## src/rtl/wb_mem_arbiter.sv

```systemverilog
// Two-master Wishbone arbiter in front of the shared memory slave.
// Round-robin grant locked for a whole cyc burst, with a no-ack watchdog.
module wb_mem_arbiter #(
  parameter int ADR_W   = 30,
  parameter int TIMEOUT = 16
) (
  input  logic             sys_clk,
  input  logic             sys_rst,
  input  logic             m0_cyc_i,
  input  logic             m0_stb_i,
  input  logic             m0_we_i,
  input  logic [3:0]       m0_sel_i,
  input  logic [ADR_W-1:0] m0_adr_i,
  input  logic [31:0]      m0_dat_i,
  output logic [31:0]      m0_dat_o,
  output logic             m0_ack_o,
  output logic             m0_err_o,
  input  logic             m1_cyc_i,
  input  logic             m1_stb_i,
  input  logic             m1_we_i,
  input  logic [3:0]       m1_sel_i,
  input  logic [ADR_W-1:0] m1_adr_i,
  input  logic [31:0]      m1_dat_i,
  output logic [31:0]      m1_dat_o,
  output logic             m1_ack_o,
  output logic             m1_err_o,
  output logic             s_cyc_o,
  output logic             s_stb_o,
  output logic             s_we_o,
  output logic [3:0]       s_sel_o,
  output logic [ADR_W-1:0] s_adr_o,
  output logic [31:0]      s_dat_o,
  input  logic [31:0]      s_dat_i,
  input  logic             s_ack_i,
  output logic [1:0]       gnt_o
);

  localparam int CW = (TIMEOUT > 0) ? $clog2(TIMEOUT + 1) : 1;
  localparam bit WD_ON = (TIMEOUT > 0);
  localparam logic [CW-1:0] WD_MAX = CW'((TIMEOUT > 0) ? TIMEOUT - 1 : 0);

  localparam logic [1:0] IDLE = 2'd0;
  localparam logic [1:0] OWN0 = 2'd1;
  localparam logic [1:0] OWN1 = 2'd2;
  localparam logic [1:0] ERR  = 2'd3;

  logic [1:0]    state;
  logic          own;
  logic          last;
  logic [CW-1:0] wd;
  logic [1:0]    err_q;

  logic ocyc;
  logic ostb;
  logic wd_exp;
  logic g0;
  logic g1;

  assign ocyc = own ? m1_cyc_i : m0_cyc_i;
  assign ostb = own ? m1_stb_i : m0_stb_i;

  // ack in the same cycle as expiry wins over the error
  assign wd_exp = WD_ON && ostb && !s_ack_i && (wd == WD_MAX);

  assign g0 = m0_cyc_i && (!m1_cyc_i || last);
  assign g1 = m1_cyc_i && (!m0_cyc_i || !last);

  always_ff @(posedge sys_clk) begin
    if (sys_rst) begin
      state <= IDLE;
      own   <= 1'b0;
      last  <= 1'b1;
      wd    <= '0;
      err_q <= 2'b00;
    end else begin
      err_q <= 2'b00;
      case (state)
        IDLE: begin
          wd <= '0;
          unique case (1'b1)
            g0: begin
              state <= OWN0;
              own   <= 1'b0;
              last  <= 1'b0;
            end
            g1: begin
              state <= OWN1;
              own   <= 1'b1;
              last  <= 1'b1;
            end
            default: ;
          endcase
        end
        OWN0, OWN1: begin
          if (!ocyc) begin
            state <= IDLE;
            wd    <= '0;
          end else if (wd_exp) begin
            state      <= ERR;
            err_q[own] <= 1'b1;
            wd         <= '0;
          end else if (s_ack_i || !ostb) begin
            wd <= '0;
          end else begin
            wd <= wd + 1'b1;
          end
        end
        ERR: begin
          if (!ocyc) state <= IDLE;
        end
        default: state <= IDLE;
      endcase
    end
  end

  assign m0_err_o = err_q[0];
  assign m1_err_o = err_q[1];

  always_comb begin
    s_cyc_o  = 1'b0;
    s_stb_o  = 1'b0;
    s_we_o   = 1'b0;
    s_sel_o  = 4'h0;
    s_adr_o  = '0;
    s_dat_o  = 32'h0;
    m0_ack_o = 1'b0;
    m0_dat_o = 32'h0;
    m1_ack_o = 1'b0;
    m1_dat_o = 32'h0;
    gnt_o    = 2'b00;
    case (state)
      OWN0: begin
        s_cyc_o  = m0_cyc_i;
        s_stb_o  = m0_stb_i;
        s_we_o   = m0_we_i;
        s_sel_o  = m0_sel_i;
        s_adr_o  = m0_adr_i;
        s_dat_o  = m0_dat_i;
        m0_ack_o = s_ack_i;
        m0_dat_o = s_dat_i;
        gnt_o    = 2'b01;
      end
      OWN1: begin
        s_cyc_o  = m1_cyc_i;
        s_stb_o  = m1_stb_i;
        s_we_o   = m1_we_i;
        s_sel_o  = m1_sel_i;
        s_adr_o  = m1_adr_i;
        s_dat_o  = m1_dat_i;
        m1_ack_o = s_ack_i;
        m1_dat_o = s_dat_i;
        gnt_o    = 2'b10;
      end
      ERR: gnt_o = own ? 2'b10 : 2'b01;
      default: ;
    endcase
  end

endmodule

```

## config.mk

```make
export PLATFORM = sky130hd
export DESIGN_NAME = wb_mem_arbiter
export DESIGN_NICKNAME = d
export VERILOG_FILES = /design/src/rtl/wb_mem_arbiter.sv
export SDC_FILE = /design/constraint.sdc
export NUM_CORES = 1
export LEC_CHECK = 0
export ABC_CLOCK_PERIOD_IN_PS = 1620
export BUFFER_PORTS_ARGS = -buffer_cell sky130_fd_sc_hd__buf_2
export CAP_MARGIN = 20
export CELL_PAD_IN_SITES_DETAIL_PLACEMENT = 1
export CELL_PAD_IN_SITES_GLOBAL_PLACEMENT = 1
export CORE_ASPECT_RATIO = 0.8
export CORE_MARGIN = 1
export CORE_UTILIZATION = 16
export CTS_CLUSTER_DIAMETER = 150
export DETAILED_ROUTE_END_ITERATION = 6
export GPL_ROUTABILITY_DRIVEN = 0
export PLACE_DENSITY = 0.89
export SETUP_SLACK_MARGIN = 0.4
export SLEW_MARGIN = 20
export SYNTH_ARGS = -nofsm -noshare
export SYNTH_HDL_FRONTEND = slang
export SYNTH_SLANG_ARGS = --single-unit
export TNS_END_PERCENT = 10
```

## constraint.sdc

```tcl
create_clock -name sys_clk -period 1.62 [get_ports sys_clk]
set_input_delay 0.243 -clock sys_clk [delete_from_list [all_inputs] [get_ports sys_clk]]
set_output_delay 0.243 -clock sys_clk [all_outputs]
set_load 0.05 [all_outputs]
```

==> out/results.tsv, run 1 <==
metric	value	unit
Synth Register Bits	11	
clock skew	0.502	ps
CP Capture Type	primary output	
CTS tree	built	
CP arrival	1670	ps
final net count	832	
unrepaired setup endpoints after global routing	true	
highest clock rate	0.521	GHz
Cells on Worst Hold Path	2	
warnings from Yosys	0	
routed length per instance	21.5	um
Total GRT Usage	0.228	
Buffers on Ports	311	
Hold Vio Cnt, Final	0	
setup violators final	137	
Avg Cell Area, Syn	7.02	um2
fraction of the yosys area taken by sequential cells	0.102	
Antenna Violating Nets Remaining	0	
Hold Path End	wd[0]	
Post-Layout Inst Area	0.00678	mm2
DPL Wire Length	11100	um
Main synth FF type	dfxtp_1	
CP max FO	11	
Power Total	14.1	mW
row count	37	
r2r worst-path depth	7	
Reg-to-Reg Start	wd[0]	
status	finished with violations	
total CTS buffers	3	
CP required	1380	ps
max-cap viol count	0	
fin util	0.523	
Slew HR	0.731	
Skew-Pair Late Insertion Delay	250	ps
worst IR drop on VDD	0.902	mV
minimum clock period	1920	ps
clock slew at reported path FFs	40	ps
vias post-DR	3886	
Placement Cell Area	0.00503	mm2
PwrDens	2080	mW/mm2
largest net degree at the start of global routing	34	
GRT busiest layer	met2	
grt met3 use	0.0394	
Reg-to-Reg End	state[1]	
CTS sink count	11	
Root Buffer	clkbuf_16	
Netlist cell types	31	
Non-Filler Instances	828	
Post-Place Worst Slack	-116	ps
Initial Util	0.166	
Period Utilization, post-route	1.18	
P_leak	2.99	nW
dpl cells	808	
Iter 0 DRT Violations	137	
Die H	106	um
hold-fix buffers at CTS	0	
grt ovf	0	
DRC violations left	0	
violated checks	setup timing	
1st-pass router iterations	4	
ys async rst share	0	
initial antenna violation count	1	
total die area	0.0139	mm2
Pins Over Slew Limit	0	
Total Routed Length	17800	um
Max clock buf depth	2	
Worst setup SP type	register	
vias in the first global route	4288	
core area	0.0130	mm2
first-pass GRT wire length	24800	um
met1 GRT Util	0.242	
Slew @ Worst Pin	400	ps
critical path class	register to primary output	
Chip Width	132	um
I/O pins	312	
met2 GRT Util	0.458	
Area Growth Syn to Fin	215	%
Min-Delay Startpoint	sys_rst	
number of synthesized flops with an enable pin	0	
post-synthesis cell area	0.00215	mm2
final worst setup slack	-298	ps
H-tree lvl count	1	
share of cells above drive strength 1	0.920	
Mapped Cells	306	
type of the most critical hold path	input pin to register	
Worst R2R Setup Slack	-70	ps
vias per cell	4.69	
Synthesized Nets	486	
-- kinds of logic (layout without fill, tap and decap cells) --
kind of cell | Yosys count | after routing | share of synthesized area
compound gates | 85 | 85 | 0.303
xor+xnor | 1 | 1 | 0.00408
fa+ha+maj | 7 | 7 | 0.0407
buf+inv | 38 | 383 | 0.0698
flops | 11 | 11 | 0.102
mux | 4 | 4 | 0.0210
other cells | 0 | 2 | 0
simple gates | 160 | 160 | 0.459
-- critical path, cell delays in order, from the launching register on --
cell and delay (ps):
dfxtp_4 380, inv_6 50, ha_4 220, buf_4 170, clkbuf_16 170, a22oi_2 230, nor2b_4 60, buf_6 150
-- per-layer routing --
metal,wire length [um],vias to the layer above
li1,-,1779
met1,6590,1867
met2,9770,210
met3,1060,30
met4,410,0
met5,0,-
-- cells in the final DEF (no fill, tap or decap), types with 2 or more instances in the layout --
master and instances:
buf_2 174, buf_6 105, nor2b_4 69, a22oi_2 62, and2_2 50, buf_4 36
buf_8 34, and2_4 16, buf_12 15, a22oi_1 11, clkbuf_16 9, nor2_1 8
dfxtp_1 7, nand2_1 4, ha_4 4, nand3b_1 3, a21oi_1 3, buf_16 3
diode_2 2, inv_1 2, o21ai_2 2, mux2i_1 2, a311oi_1 2, ha_2 2
dfxtp_4 2, dfxtp_2 2
-- registers in the layout (all words and copies together) (netlist names) --
register,count
wd,5
err_q,2
state,2
last,1
own,1
-- timing repair --
item,CTS,global route
setup endpoints to repair,146,146
buffers inserted,2,2
pin swaps,41,22
resized for setup,303,97
cloned,4,6
-- stage by stage --
step | hold WS (ps) | setup TNS [ps]
finish | 349 | -29030
CTS | 330 | -25280
global placement | 467 | -2660
floorplan | 314 | 0
detailed placement | 491 | -4740
global route | 352 | -35540
-- final cells by class --
| class | count | area (um2) |
|---|---|---|
| fillers | 1432 | 6180 |
| repair buffers | 374 | 3400 |
| multi-input cells | 257 | 2820 |
| flip-flops and latches | 11 | 230 |
| well taps | 175 | 219 |
| clock buffers | 4 | 78.8 |
| inverters | 5 | 26.3 |
| diodes | 2 | 5.00 |
-- cell usage after synthesis (all sizes together), types with 2 or more instances --
library cell,count,area share
o21ai,2,0.0047
nand3,2,0.0047
and2,66,0.19
clkbuf,29,0.051
a22oi,74,0.26
mux2i,3,0.014
inv,5,0.0087
nor2,8,0.014
ha,7,0.041
nor2b,70,0.20
a311oi,2,0.0082
nand2,4,0.0070
dfxtp,11,0.10
buf,4,0.010
a21oi,3,0.0070
nand3b,3,0.010
-- report_power, final --
group,internal (mW),leakage (nW),switching (mW)
combinational,6.17,2.86,7.06
sequential,0.325,0.0918,0.0630
clock,0.332,0.0382,0.138
-- worst max path at each step --
stage                   from     endpoint  slack [ps]  depth (start not counted)
floorplan           state[0]  s_adr_o[10]          70                          5
global placement    state[0]   s_sel_o[2]        -110                          7
detailed placement  state[0]  s_adr_o[18]        -120                          7
CTS                 state[1]   s_adr_o[6]        -270                          7
global route        state[0]  s_dat_o[29]        -360                          7
finish              state[0]      s_cyc_o        -300                          7
(Power assumes the default switching activity.)
==> run 2: changes to the inputs <==
--- a/config.mk
+++ b/config.mk
@@ -6,7 +6,7 @@
 export NUM_CORES = 1
 export LEC_CHECK = 0
 export ABC_CLOCK_PERIOD_IN_PS = 1620
-export BUFFER_PORTS_ARGS = -buffer_cell sky130_fd_sc_hd__buf_2
+export BUFFER_PORTS_ARGS = -buffer_cell sky130_fd_sc_hd__clkbuf_2
 export CAP_MARGIN = 20
 export CELL_PAD_IN_SITES_DETAIL_PLACEMENT = 1
 export CELL_PAD_IN_SITES_GLOBAL_PLACEMENT = 1
==> run 2 against run 1 <==
Compared with the run above:
- the run still ends with setup timing left
- final cell count fell by 1.3%
- global-route usage decreased by 2.6 points
- clock-buffer cell count did not move
- non-clock buffer count is 9 lower
- hold slack better by 39 ps
- first-iteration DRC count fell by 3.6%
- maximum frequency grew 0.15%
- flip-flop and latch count is the same
- largest power group unchanged
==> out/results.tsv, run 2 (same netlist as run 1, synthesis figures left out) <==
metric	value	unit
grt ovf	0	
Post-Layout Inst Area	0.00740	mm2
initial antenna violation count	0	
Root Buffer	clkbuf_16	
ant diodes	0	
violated checks	setup timing	
critical path class	register to primary output	
commonest non-fill, non-tap cells in the layout	174 x clkbuf_2, 71 x buf_8, 69 x a22oi_2, 69 x nor2b_4, 66 x and2_4	
status	finished with violations	
clock slew at reported path FFs	50	ps
DPL Wire Length	10900	um
vias per cell	4.82	
Area Growth Syn to Fin	244	%
H-tree lvl count	1	
Worst setup SP type	register	
share of cells above drive strength 1	0.933	
row count	37	
commonest non-fill, non-tap cell in the layout	clkbuf_2	
Slew HR	0.720	
first-pass GRT wire length	22600	um
Pins Over Slew Limit	0	
total CTS buffers	3	
clock skew	5.11	ps
Initial Util	0.166	
Fin Hold WS	388	ps
Reg-to-Reg Start	state[0]	
Chip Width	132	um
max reg flops	5	
Antenna Violating Nets Remaining	0	
CP max FO	5	
I/O pins	312	
r2r worst-path depth	6	
Placement Cell Area	0.00554	mm2
hold-fix buffers at CTS	0	
largest net degree at the start of global routing	49	
minimum clock period	1910	ps
Worst R2R Setup Slack	-20	ps
unrepaired setup endpoints after global routing	true	
PwrDens	2040	mW/mm2
P_leak	3.18	nW
CTS tree	built	
CP Capture Type	primary output	
setup violators final	136	
Slew @ Worst Pin	409	ps
vias in the first global route	4079	
Skew-Pair Late Insertion Delay	240	ps
setup tns final	-26340	ps
type of the most critical hold path	input pin to register	
Max clock buf depth	2	
final net count	823	
Critical path origin	state[0]	
vias post-DR	3939	
core area	0.0130	mm2
highest clock rate	0.522	GHz
Total Routed Length	18500	um
Reg-to-Reg End	wd[2]	
total die area	0.0139	mm2
Reg with most FFs	wd	
Hold Vio Cnt, Final	0	
Iter 0 DRT Violations	132	
Fillers	1356	
largest registers	wd: 5 flops, err_q: 2 flops, state: 2 flops	
final worst setup slack	-295	ps
Buffers on Ports	311	
CP arrival	1670	ps
Seq. cell area	231	um2
multi-input logic area	0.00293	mm2
routed length per instance	22.6	um
CP required	1380	ps
Die H	106	um
1st-pass router iterations	4	
Total GRT Usage	0.203	
Period Utilization, post-route	1.18	
CTS sink count	11	
worst IR drop on VDD	0.912	mV
max-cap viol count	0	
CP endpoint	s_adr_o[27]	
DRC violations left	0	
-- run 2: cell types whose count changed in the layout (fill, tap and decap cells not counted), sizes merged --
cell / change
bufbuf: -1
clkbuf: +187
diode: -2
buf: -195
-- run 2: critical path: stages, from the launching register on --
cell and delay [ps]:
dfxtp_4 390, inv_6 50, ha_4 180, buf_12 140
clkbuf_16 160, a22oi_2 280, nor2b_4 80, buf_12 150
-- run 2: how the worst min path moves through the flow --
stage	start	to	slack [ps]	cells past startpoint
after floorplan	sys_rst	err_q[1]	310	1
after global placement	last	last	470	1
after detailed placement	last	last	500	1
after CTS	sys_rst	wd[2]	370	2
after global routing	sys_rst	wd[2]	400	2
final	sys_rst	wd[2]	390	2
-- run 2: routing by layer --
| layer | global-route usage | part of all wire | up-vias |
|---|---|---|---|
| li1 | - | - | 1745 |
| met1 | 0.209 | 0.34 | 1940 |
| met2 | 0.406 | 0.56 | 214 |
| met3 | 0.0447 | 0.066 | 40 |
| met4 | 0.0565 | 0.026 | 0 |
| met5 | 0 | 0 | - |
-- run 2: area by class of cell --
type | instances | share of cell area
Multi-Input combinational cell | 257 | 0.396
Tap cell | 175 | 0.0296
Timing Repair Buffer | 365 | 0.529
Sequential cell | 11 | 0.0313
Inverter | 5 | 0.00355
Clock buffer | 4 | 0.0107
-- run 2: repair_timing --
action / 4_1_cts / 5_1_grt
endpoints found under the setup margin: 146 / 146
cloned: 0 / 14
pin swaps: 7 / 87
gates resized for setup: 199 / 210
buffers inserted: 0 / 11
-- run 2: metrics by stage --
stage | total power, mW | std cells | utilization | worst slack [ps]
detailed placement | 11.1 | 788 | 0.427 | -115
floorplan | 8.23 | 306 | - | 69.8
global route | 15.6 | 817 | 0.571 | -327
finish | 15.1 | 817 | 0.571 | -295
CTS | 12.7 | 792 | 0.502 | -276
global placement | 10.9 | 788 | 0.427 | -36.8
-- run 2: where the power goes --
part	internal (mW)	switching (mW)	leakage (nW)	total, mW
registers	0.326	0.0700	0.0922	0.396
logic	6.97	7.27	3.05	14.2
clock network	0.331	0.128	0.0382	0.460
total	7.62	7.47	3.18	15.1
==> run 3: changes to the inputs <==
--- a/config.mk
+++ b/config.mk
@@ -5,6 +5,7 @@
 export SDC_FILE = /design/constraint.sdc
 export NUM_CORES = 1
 export LEC_CHECK = 0
+export ABC_AREA = 1
 export ABC_CLOCK_PERIOD_IN_PS = 1620
 export BUFFER_PORTS_ARGS = -buffer_cell sky130_fd_sc_hd__clkbuf_2
 export CAP_MARGIN = 20
@@ -12,11 +13,12 @@
 export CELL_PAD_IN_SITES_GLOBAL_PLACEMENT = 1
 export CORE_ASPECT_RATIO = 0.8
 export CORE_MARGIN = 1
-export CORE_UTILIZATION = 16
+export CORE_UTILIZATION = 15
 export CTS_CLUSTER_DIAMETER = 150
 export DETAILED_ROUTE_END_ITERATION = 6
 export GPL_ROUTABILITY_DRIVEN = 0
-export PLACE_DENSITY = 0.89
+export GPL_TIMING_DRIVEN = 0
+export PLACE_DENSITY = 0.9
 export SETUP_SLACK_MARGIN = 0.4
 export SLEW_MARGIN = 20
 export SYNTH_ARGS = -nofsm -noshare
==> run 3 against run 2 <==
Compared with the run above:
- largest cell class unchanged
- sequential share of layout area hardly changed
- via count is 18% higher
- core utilization is 4.1 points lower
- combinational power hardly changed
- critical path type unchanged
- clock power is 2% higher
- first-iteration DRC count is 11% higher
- clock skew is 3.5 ps lower
- the run still ends with setup timing left
- non-clock buffer count is 3 lower
- final cell count is 22% higher
- setup slack worse by 180 ps
- hold slack worse by 180 ps
==> out/results.tsv, run 3 <==
metric	value	unit
Reg-to-Reg Start	state[0]	
cell chain of the critical path	inv_6 -> ha_4 -> buf_12 -> buf_6 -> nand2_1 -> a21oi_4 -> buf_8	
Total Routed Length	21800	um
max-cap viol count	0	
most frequent cell after synthesis	nand2_1	
critical path class	register to primary output	
Post-Place Worst Slack	-695	ps
Hold Vio Cnt, Final	0	
Main synth FF type	dfxtp_1	
Worst setup SP type	register	
Buffers on Ports	310	
dpl cells	971	
commonest non-fill, non-tap cell in the layout	clkbuf_2	
P_leak	3.05	nW
Total GRT Usage	0.236	
hold-fix buffers at CTS	0	
routed length per instance	21.9	um
Reg-to-Reg End	wd[0]	
Slew @ Worst Pin	289	ps
type of the most critical hold path	input pin to register	
Flop pwr share	0.026	
share of cells above drive strength 1	0.798	
first-pass GRT wire length	27000	um
number of synthesized flops with an enable pin	0	
Fillers	1659	
DRC violations left	0	
Critical path origin	state[0]	
final worst setup slack	-474	ps
total die area	0.0152	mm2
I/O pins	312	
post-synthesis cell area	0.00221	mm2
row count	39	
delay-heaviest family, CP	buffers and inverters	
clock slew at reported path FFs	40	ps
number of buffers and inverters on the critical path	4	
Reg with most FFs	wd	
Netlist cell types	19	
H-tree lvl count	1	
Synthesized Nets	657	
Area contributors post-synth	nand2_1 40%, a21oi_1 17%, inv_1 14%, dfxtp_1 9.9%, ha_1 4.0%	
r2r worst-path depth	8	
Worst R2R Setup Slack	110	ps
status	finished with violations	
Synth Register Bits	11	
commonest non-fill, non-tap cells in the layout	174 x clkbuf_2, 133 x buf_8, 121 x nand2_1, 96 x nand2_2, 69 x a21oi_4	
vias in the first global route	4782	
max reg flops	5	
Switching Share	0.591	
slowest stage cell, crit path	dfxtp_4	
Hold Path End	wd[0]	
CP required	1380	ps
unrepaired setup endpoints after global routing	true	
core area	0.0143	mm2
vias post-DR	4630	
minimum clock period	2090	ps
Iter 0 DRT Violations	147	
final net count	993	
grt ovf	0	
CTS tree	built	
total CTS buffers	3	
CP Capture Type	primary output	
Chip Width	138	um
Initial Util	0.154	
setup tns final	-29500	ps
net switching power figure	8.90	mW
Slew HR	0.807	
Avg Cell Area, Syn	4.64	um2
DPL Wire Length	13200	um
vias per cell	4.64	
share of total power in the clock network	0.031	
Period Utilization, post-route	1.29	
Area Growth Syn to Fin	243	%
Comb pwr share	0.943	
largest area contributor in the netlist	nand2_1	
Cells on Worst Hold Path	2	
CP arrival	1850	ps
1st-pass router iterations	4	
Int Pwr	6.15	mW
Die H	111	um
CP max FO	10	
top-area cell type share of the netlist area	0.397	
Max clock buf depth	2	
Antenna Violating Nets Remaining	0	
highest clock rate	0.477	GHz
initial antenna violation count	0	
Min-Delay Startpoint	sys_rst	
Mapped Cells	477	
Pins Over Slew Limit	0	
fraction of the yosys area taken by sequential cells	0.0995	
Root Buffer	clkbuf_16	
setup violators final	137	
ys async rst share	0	
Post-synth top cells	234 x nand2_1, 80 x inv_1, 73 x a21oi_1, 17 x nor2_1, 16 x clkbuf_1	
clock skew	1.59	ps
worst IR drop on VDD	0.945	mV
PwrDens	1980	mW/mm2
Non-Filler Instances	997	
critical path's largest stage delay	360	ps
CTS sink count	11	
violated checks	setup timing	
Skew-Pair Late Insertion Delay	240	ps
largest registers	wd: 5 flops, err_q: 2 flops, state: 2 flops	
warnings from Yosys	0	
largest net degree at the start of global routing	11	
## run 3: changes by cell type in the layout (fill, tap and decap cells not counted), sizes merged, moves of 3 or more
cell | previous run | this run
clkbuf | 197 | 203
mux2i | 3 | 0
a21oi | 3 | 78
and2 | 66 | 0
clkinvlp | 0 | 60
nor2b | 70 | 0
nand4 | 0 | 3
a22oi | 74 | 0
nand2 | 4 | 239
inv | 5 | 23
nor2 | 8 | 19
nand3b | 3 | 0
buf | 172 | 163
## run 3: per-layer routing
| layer | global-route usage | vias to the layer above | share of wire |
|---|---|---|---|
| li1 | - | 2092 | - |
| met3 | 0.0430 | 79 | 0.064 |
| met4 | 0.100 | 0 | 0.055 |
| met5 | 0 | - | 0 |
| met2 | 0.454 | 207 | 0.52 |
| met1 | 0.244 | 2252 | 0.36 |
## run 3: repair_timing
action,4_1_cts,5_1_grt
gates cloned,0,6
setup buffers,6,9
endpoints found under the setup margin,146,146
hold endpoints to repair,0,0
resized for setup,432,223
pin swaps,9,38
## run 3: worst max-delay path by stage
stage                              to  slack, ps  cells past startpoint
after detailed placement   s_dat_o[8]       -700                      7
after global routing      s_dat_o[28]       -530                      7
after CTS                 s_dat_o[25]       -300                      7
after floorplan           s_dat_o[21]         -2                      6
after global placement     s_dat_o[8]       -670                      7
final                     s_dat_o[28]       -470                      7
## run 3: per-stage QoR
stage                     power [mW]  hold slack [ps]   util  area, um2
after floorplan                 7.75              425      -       3280
after global placement          9.70              452  0.353       5060
after detailed placement        9.80              453  0.353       5060
after CTS                       13.0              190  0.481       6890
after global routing            15.6              207  0.529       7590
final                           15.1              205  0.530       7600
## run 3: cell families after synthesis
kind of cell / share of synthesized area
AO/OA/AOI/OAI: 0.185
XOR/XNOR: 0.00396
flip-flops: 0.0995
adder cells (fa/ha/maj): 0.0396
AND/OR/NAND/NOR: 0.468
buffers and inverters: 0.204
## run 3: layout make-up
type                            count  area [um2]  share of cell area
Timing Repair Buffer              331        3220               0.424
Multi-Input combinational cell    352        2790               0.367
Inverter                           83         554              0.0730
Buffer                             31         483              0.0636
Sequential cell                    11         235              0.0310
Tap cell                          184         230              0.0303
Clock buffer                        4        78.8              0.0104
Antenna cell                        1        2.50            0.000329
## run 3: power groups by stage
stage | logic, mW | registers [mW] | clock network, mW
after CTS | 12.1 | 0.397 | 0.475
final | 14.2 | 0.390 | 0.469
after floorplan | 7.38 | 0.367 | 0
after detailed placement | 9.41 | 0.390 | 0
after global placement | 9.31 | 0.387 | 0
after global routing | 14.7 | 0.396 | 0.494
